File: config.mk
export PLATFORM = sky130hd
export DESIGN_NAME = dac_interface
export DESIGN_NICKNAME = d
export VERILOG_FILES = /design/src/rtl/dac_interface_pkg.sv /design/src/rtl/dac_ramp_ctl.sv /design/src/rtl/setting_reg.sv /design/src/rtl/dac_interface.sv
export SDC_FILE = /design/constraint.sdc
export NUM_CORES = 2
export LEC_CHECK = 0
export BUFFER_PORTS_ARGS = -buffer_cell sky130_fd_sc_hd__buf_2
export CAP_MARGIN = 0
export CORE_MARGIN = 2
export CORE_UTILIZATION = 60
export CTS_BUF_LIST = sky130_fd_sc_hd__clkbuf_4 sky130_fd_sc_hd__clkbuf_8
export DETAILED_ROUTE_END_ITERATION = 6
export PLACE_DENSITY = 0.85
export SYNTH_ARGS = -nofsm -noshare
export SYNTH_HDL_FRONTEND = slang
export SYNTH_SLANG_ARGS = --single-unit
File: constraint.sdc
create_clock -name clock -period 14.6 [get_ports clock]
set_input_delay 0.73 -clock clock [delete_from_list [all_inputs] [get_ports clock]]
set_output_delay 0.73 -clock clock [all_outputs]
set_load 0.05 [all_outputs]
File: src/rtl/dac_interface_pkg.sv
// Shared constants, state encoding and helpers for the TX DAC interface.
package dac_interface_pkg;

    localparam logic [6:0] FR_TX_MUX       = 7'd39;
    localparam logic [6:0] FR_DAC_OFFSET_0 = 7'd10;
    localparam logic [6:0] FR_DAC_OFFSET_1 = 7'd11;
    localparam logic [6:0] FR_DAC_OFFSET_2 = 7'd12;
    localparam logic [6:0] FR_DAC_OFFSET_3 = 7'd13;

    localparam int NUM_DACS    = 4;
    localparam int NIB_WIDTH   = 4;
    localparam int NIB_EN_BIT  = 3;
    localparam int NUMCHAN_LSB = 16;
    localparam int MUX_WIDTH   = 20;
    localparam int OFFSET_WIDTH = 16;

    localparam logic [2:0] SRC_TX0_I = 3'd0;
    localparam logic [2:0] SRC_TX0_Q = 3'd1;
    localparam logic [2:0] SRC_TX1_I = 3'd2;
    localparam logic [2:0] SRC_TX1_Q = 3'd3;

    localparam logic [8:0] GAIN_UNITY = 9'd256;
    localparam logic [8:0] GAIN_TOP   = 9'd255;

    typedef enum logic [1:0] {
        IDLE      = 2'd0,
        RAMP_UP   = 2'd1,
        RUN       = 2'd2,
        RAMP_DOWN = 2'd3
    } ramp_state_t;

    function automatic logic [NIB_WIDTH-1:0] mux_nibble(input logic [MUX_WIDTH-1:0] mux,
                                                        input int idx);
        return mux[NIB_WIDTH*idx +: NIB_WIDTH];
    endfunction

    // Clamp a 17-bit sum to 16 bits and keep the top 14 bits for the DAC pins.
    function automatic logic [13:0] dac_word(input logic signed [16:0] value);
        if (value[16] != value[15])
            return value[16] ? 14'h2000 : 14'h1FFF;
        return value[15:2];
    endfunction

endpackage

File: src/rtl/dac_ramp_ctl.sv
// Soft-start / soft-stop gain ramp: gain walks 0..256 while enabled, back to 0 when not.
module dac_ramp_ctl
    import dac_interface_pkg::*;
(
    input  logic       clock,
    input  logic       reset,
    input  logic       enable,
    output logic [8:0] gain,
    output logic       tx_active
);

    ramp_state_t state;
    ramp_state_t state_next;
    logic [8:0]  gain_next;

    always_ff @(posedge clock) begin
        if (reset) begin
            state     <= IDLE;
            gain      <= '0;
            tx_active <= 1'b0;
        end else begin
            state     <= state_next;
            gain      <= gain_next;
            tx_active <= (state_next != IDLE);
        end
    end

    // A direction change holds the gain for one clock, so the ramp reverses without a jump.
    always_comb begin
        state_next = state;
        gain_next  = gain;
        case (state)
            IDLE: begin
                gain_next = '0;
                if (enable)
                    state_next = RAMP_UP;
            end
            RAMP_UP: begin
                if (!enable) begin
                    state_next = RAMP_DOWN;
                end else if (gain >= GAIN_TOP) begin
                    state_next = RUN;
                    gain_next  = GAIN_UNITY;
                end else begin
                    gain_next = gain + 9'd1;
                end
            end
            RUN: begin
                gain_next = GAIN_UNITY;
                if (!enable)
                    state_next = RAMP_DOWN;
            end
            RAMP_DOWN: begin
                if (enable) begin
                    state_next = RAMP_UP;
                end else if (gain <= 9'd1) begin
                    state_next = IDLE;
                    gain_next  = '0;
                end else begin
                    gain_next = gain - 9'd1;
                end
            end
            default: begin
                state_next = IDLE;
                gain_next  = '0;
            end
        endcase
    end

endmodule

File: src/rtl/setting_reg.sv
// Settings-bus register: captures serial data when its address is strobed.
module setting_reg #(
    parameter logic [6:0] ADDR  = 7'd0,
    parameter int         WIDTH = 32
) (
    input  logic             clock,
    input  logic             reset,
    input  logic             strobe,
    input  logic [6:0]       addr,
    input  logic [WIDTH-1:0] in,
    output logic [WIDTH-1:0] out
);

    always_ff @(posedge clock) begin
        if (reset)
            out <= '0;
        else if (strobe && addr == ADDR)
            out <= in;
    end

endmodule

File: src/rtl/dac_interface.sv
// TX DAC front end: programmable source mux, gain ramp, DC offset and saturation
// into registered 14-bit AD9862 DAC words.
module dac_interface
    import dac_interface_pkg::*;
#(
    parameter logic [6:0] MUX_ADDR     = FR_TX_MUX,
    parameter logic [6:0] OFFSET_ADDR0 = FR_DAC_OFFSET_0
) (
    input  logic               clock,
    input  logic               reset,
    input  logic               enable,
    input  logic [6:0]         serial_addr,
    input  logic [31:0]        serial_data,
    input  logic               serial_strobe,
    input  logic signed [15:0] tx0_i,
    input  logic signed [15:0] tx0_q,
    input  logic signed [15:0] tx1_i,
    input  logic signed [15:0] tx1_q,
    output logic [13:0]        tx_a_a,
    output logic [13:0]        tx_b_a,
    output logic [13:0]        tx_a_b,
    output logic [13:0]        tx_b_b,
    output logic [3:0]         tx_numchan,
    output logic               tx_active
);

    logic [MUX_WIDTH-1:0]    mux_reg;
    logic [OFFSET_WIDTH-1:0] offset_reg [NUM_DACS];
    logic [8:0]              gain;

    logic signed [15:0] samples  [NUM_DACS];
    logic [3:0]         nib      [NUM_DACS];
    logic signed [15:0] selected [NUM_DACS];
    logic signed [23:0] product  [NUM_DACS];
    logic signed [16:0] sum      [NUM_DACS];
    logic [13:0]        word     [NUM_DACS];

    logic signed [15:0] s1   [NUM_DACS];
    logic signed [15:0] prod [NUM_DACS];
    logic [13:0]        dac  [NUM_DACS];
    logic               unused_bits;

    setting_reg #(.ADDR(MUX_ADDR), .WIDTH(MUX_WIDTH)) mux_setting (
        .clock  (clock),
        .reset  (reset),
        .strobe (serial_strobe),
        .addr   (serial_addr),
        .in     (serial_data[MUX_WIDTH-1:0]),
        .out    (mux_reg)
    );

    for (genvar d = 0; d < NUM_DACS; d++) begin : g_offset
        setting_reg #(.ADDR(OFFSET_ADDR0 + 7'(d)), .WIDTH(OFFSET_WIDTH)) offset_setting (
            .clock  (clock),
            .reset  (reset),
            .strobe (serial_strobe),
            .addr   (serial_addr),
            .in     (serial_data[OFFSET_WIDTH-1:0]),
            .out    (offset_reg[d])
        );
    end

    dac_ramp_ctl ramp (
        .clock     (clock),
        .reset     (reset),
        .enable    (enable),
        .gain      (gain),
        .tx_active (tx_active)
    );

    // Product is at most 2^23 in magnitude, so 24 bits hold it; bits [23:8] are the floor-shifted result.
    always_comb begin
        samples[0]  = tx0_i;
        samples[1]  = tx0_q;
        samples[2]  = tx1_i;
        samples[3]  = tx1_q;
        unused_bits = ^serial_data[31:MUX_WIDTH];
        for (int d = 0; d < NUM_DACS; d++) begin
            nib[d]      = mux_nibble(mux_reg, d);
            selected[d] = '0;
            if (nib[d][NIB_EN_BIT] && !nib[d][2])
                selected[d] = samples[nib[d][1:0]];
            product[d]  = s1[d] * $signed({1'b0, gain});
            sum[d]      = {prod[d][15], prod[d]} + {offset_reg[d][15], offset_reg[d]};
            word[d]     = dac_word(sum[d]);
            unused_bits = unused_bits ^ (^product[d][7:0]) ^ (^sum[d][1:0]);
        end
    end

    always_ff @(posedge clock) begin
        if (reset) begin
            for (int d = 0; d < NUM_DACS; d++) begin
                s1[d]   <= '0;
                prod[d] <= '0;
                dac[d]  <= '0;
            end
        end else begin
            for (int d = 0; d < NUM_DACS; d++) begin
                s1[d]   <= selected[d];
                prod[d] <= product[d][23:8];
                dac[d]  <= word[d];
            end
        end
    end

    assign tx_a_a     = dac[0];
    assign tx_b_a     = dac[1];
    assign tx_a_b     = dac[2];
    assign tx_b_b     = dac[3];
    assign tx_numchan = mux_reg[NUMCHAN_LSB +: 4];

endmodule

==> flow_summary.yaml <==
synthesis:
  synth_cells: 3399
  netlist_top_cells_area: "fa_1, dfxtp_1, ha_1"
  netlist.top_cell.by_area: "fa_1"
  synth.net_count: 4226
  synth-seq-area-share: 0.177
  synth_area_um2: 31700
  syn_area_per_cell_um2: 9.33
  synth-main-ff-cell: "dfxtp_1"
  synth-async-reset-ratio: 0
  synth_largest_type_area_fraction: 0.288
  yosys_register_bits: 280
  synth_cell_types: 83
  ys.warnings.count: 0
  synth-edff-count: 0
worst_setup_path:
  timing.critical_path.max_delay_family: "adder cells"
  cp.buffers_inverters: 4
  worst_path_largest_cell_delay_ns: 0.73
  timing.critical_path.mode_cell: "fa_1"
  cp.required_ns: 15.08
  timing.critical_path.fanout_max: 46
  path_cells: "buf_4 > nand2_1 > fa_1 > inv_1 > fa_1 > fa_1 > fa_1 > inv_1 > fa_1 > inv_1 > ha_1 > a21o_1 > a21o_1 > a2111oi_2 > a21oi_1 > a41o_1 > o211ai_1 > a21oi_1 > xnor2_1 > nor2_1"
  setup.worst_path.start_class: "flop"
  worstSetupPathType: "reg2reg"
  slowest_stage: "dfxtp_2"
  end_kind: "flop"
  arrival_time_reported_for_the_critical_path_endpoint_ns: 7.10
timing:
  fin_worst_skew_ns: 0.0521
  timing_max_transition_violations_final: 0
  finalCriticalPeriod_ns: 6.62
  setup_slack_ns: 7.98
  setup_tns_ns: 0
  timing.slew.headroom: 0.147
  final.hold.worst_slack_ns: 0.310
  report.final.setup_viol: 0
  fin_crit_sh: 0.453
  clock.fmax_ghz: 0.151
  unrepaired_setup_endpoints_after_global_routing: "no"
  hold_viol: 0
  pin_slew_with_the_least_headroom_to_its_limit_ns: 1.28
pwr:
  power_per_cell_area_nw_per_um2: 51.6
  seq_power_share: 0.441
  pwr-share-comb: 0.063
  total_power_mw: 1.76
  power.leakage_nw: 17.7
  clock_power_share: 0.496
  ir_drop_mv: 0.0580
  switching_share: 0.260
  internal_power_mw: 1.30
  switchingPower_uw: 457
floorplan:
  boundaryPins: 168
  core_area_um2: 52400
  dieWidth_um: 234
  area_of_the_die_um2: 54700
  start_util: 0.605
  die-height_um: 234
  floorplan.rows: 84
min_path:
  hold_class: "in2reg"
clock_tree:
  cts_max_level: 2
  number_of_sinks_on_the_clock_net: 280
  cts_root_cell: "clkbuf_8"
  clock_insertion_delay_worst_skew_ns: 0.67
  cts-resized-gates: 0
  cts.clk_slew.worst_paths_ns: 0.07
  cts_hold_repair.buffers: 0
  cts_tree: "yes"
  tritoncts.num_buffers: 50
  cts_post_setup_buffers_inserted: 0
  clk_path_buf_depth: 3
route:
  postRouteWirelength_um: 77700
  postRouteAntennaNets: 0
  wl_per_cell_um: 18.6
  vias: 23800
  drt-vias-per-instance: 5.68
  drt_iter0_markers: 1964
  pre_repair_dr_iteration_count: 5
  remaining_drc_errors: 0
final_layout:
  area_delta_synth_final_pct: 7.37
  layout.core_utilization: 0.649
  most_frequent_standard_cell_in_the_layout_excluding_fill_and_tap_cells: "inv_1"
  design.final.nets: 4279
  final_cell_count_no_fill: 4185
  final_area_um2: 34000
  layout.cells.most_common_list: "inv_1, fa_1, nand2_1, and2_1, dfxtp_1"
  share_of_final_layout_standard_cells_stronger_than_drive_strength_1: 0.114
outcome:
  outcome: "finished clean"
global_routing:
  grt.overflow.total: 0
  grt_antenna_before_repair: 5
  first_global_vias: 24200
  grt_start_max_net_pins: 79
  grt_pass1_wl_um: 124000
  grtUsageTotal: 0.292
place:
  detailed_place_hpwl_um: 59100
  numPortBuffers: 155
  place_congestion: 0.922
  detailedPlace.worstSlack_ns: 8.08
  placed_cells_incl_taps: 4088
  placed_area_um2: 32800
job:
  max-cap-violations: 0
==> power by group through the flow <==
stage | Sequential (mW) | Combinational [mW] | Clock, mW
floorplan | 0.787 | 0.0615 | 0
global placement | 0.792 | 0.105 | 0
detailed placement | 0.792 | 0.108 | 0
CTS | 0.775 | 0.108 | 0.884
global route | 0.775 | 0.115 | 0.919
finish | 0.775 | 0.111 | 0.871
==> per-layer routing <==
| layer | track usage | vias to the layer above | share of wire |
|---|---|---|---|
| li1 | - | 10800 | - |
| met4 | 0.116 | 4 | 0.039 |
| met3 | 0.0659 | 222 | 0.10 |
| met1 | 0.383 | 11700 | 0.40 |
| met2 | 0.470 | 1134 | 0.46 |
| met5 | 0 | - | 0.00035 |
==> registers in the layout (all words and copies together) (netlist names) <==
register and flops:
dac 56, ramp.tx_active 1, prod 64, ramp.gain 9
s1 64, ramp.state 2, mux_setting.out 20, g_offset.offset_setting.out 64
==> area by class of cell <==
| type | instances | area [um2] |
|---|---|---|
| tap | 688 | 861 |
| sequential | 280 | 5620 |
| antenna | 4 | 10.0 |
| fill | 3984 | 18400 |
| multi-input combinational | 2373 | 23300 |
| inverter | 570 | 2140 |
| clock inverter | 26 | 309 |
| clock buffer | 67 | 885 |
| timing repair buffer | 177 | 947 |
==> worst paths after layout <==
check,startpoint,end,slack (ns),cells after the start
worst max-delay path,ramp.gain[2],prod[1][15],7.98,20
worst min-delay path,serial_data[16],mux_setting.out[16],0.31,3
worst max register to register,ramp.gain[2],prod[1][15],7.98,20
worst min register to register,mux_setting.out[17],mux_setting.out[17],0.46,2
==> worst register-to-register path: stages (launching register included) <==
cell and delay [ns]:
dfxtp_2 0.73, buf_4 0.60, nand2_1 0.16, fa_1 0.54
inv_1 0.06, fa_1 0.49, fa_1 0.48, fa_1 0.51
inv_1 0.05, fa_1 0.47, inv_1 0.04, ha_1 0.34
a21o_1 0.19, a21o_1 0.21, a2111oi_2 0.36, a21oi_1 0.19
a41o_1 0.33, o211ai_1 0.26, a21oi_1 0.12, xnor2_1 0.27
nor2_1 0.08
==> cell usage after synthesis, types with 42 or more instances <==
library cell	count
mux2i_1	67
nor3_1	42
a21oi_1	89
xnor2_1	91
inv_1	570
nor2b_1	90
buf_1	43
mux4_2	64
ha_1	264
and2_1	280
nor2_1	184
clkbuf_1	114
nand2_1	369
fa_1	456
dfxtp_1	280
a21o_1	59
==> logic make-up (layout without fill, tap and decap cells) <==
group           Yosys count  count (layout)  synth area share
flops                   280             280             0.177
mux                     134             134            0.0677
simple gates           1078            1078             0.168
other cells               0               4                 0
buf+inv                 746             840            0.0902
compound gates          320             320            0.0714
fa+ha+maj               720             720             0.392
xor+xnor                121             121            0.0334
(Power assumes the default switching activity.)
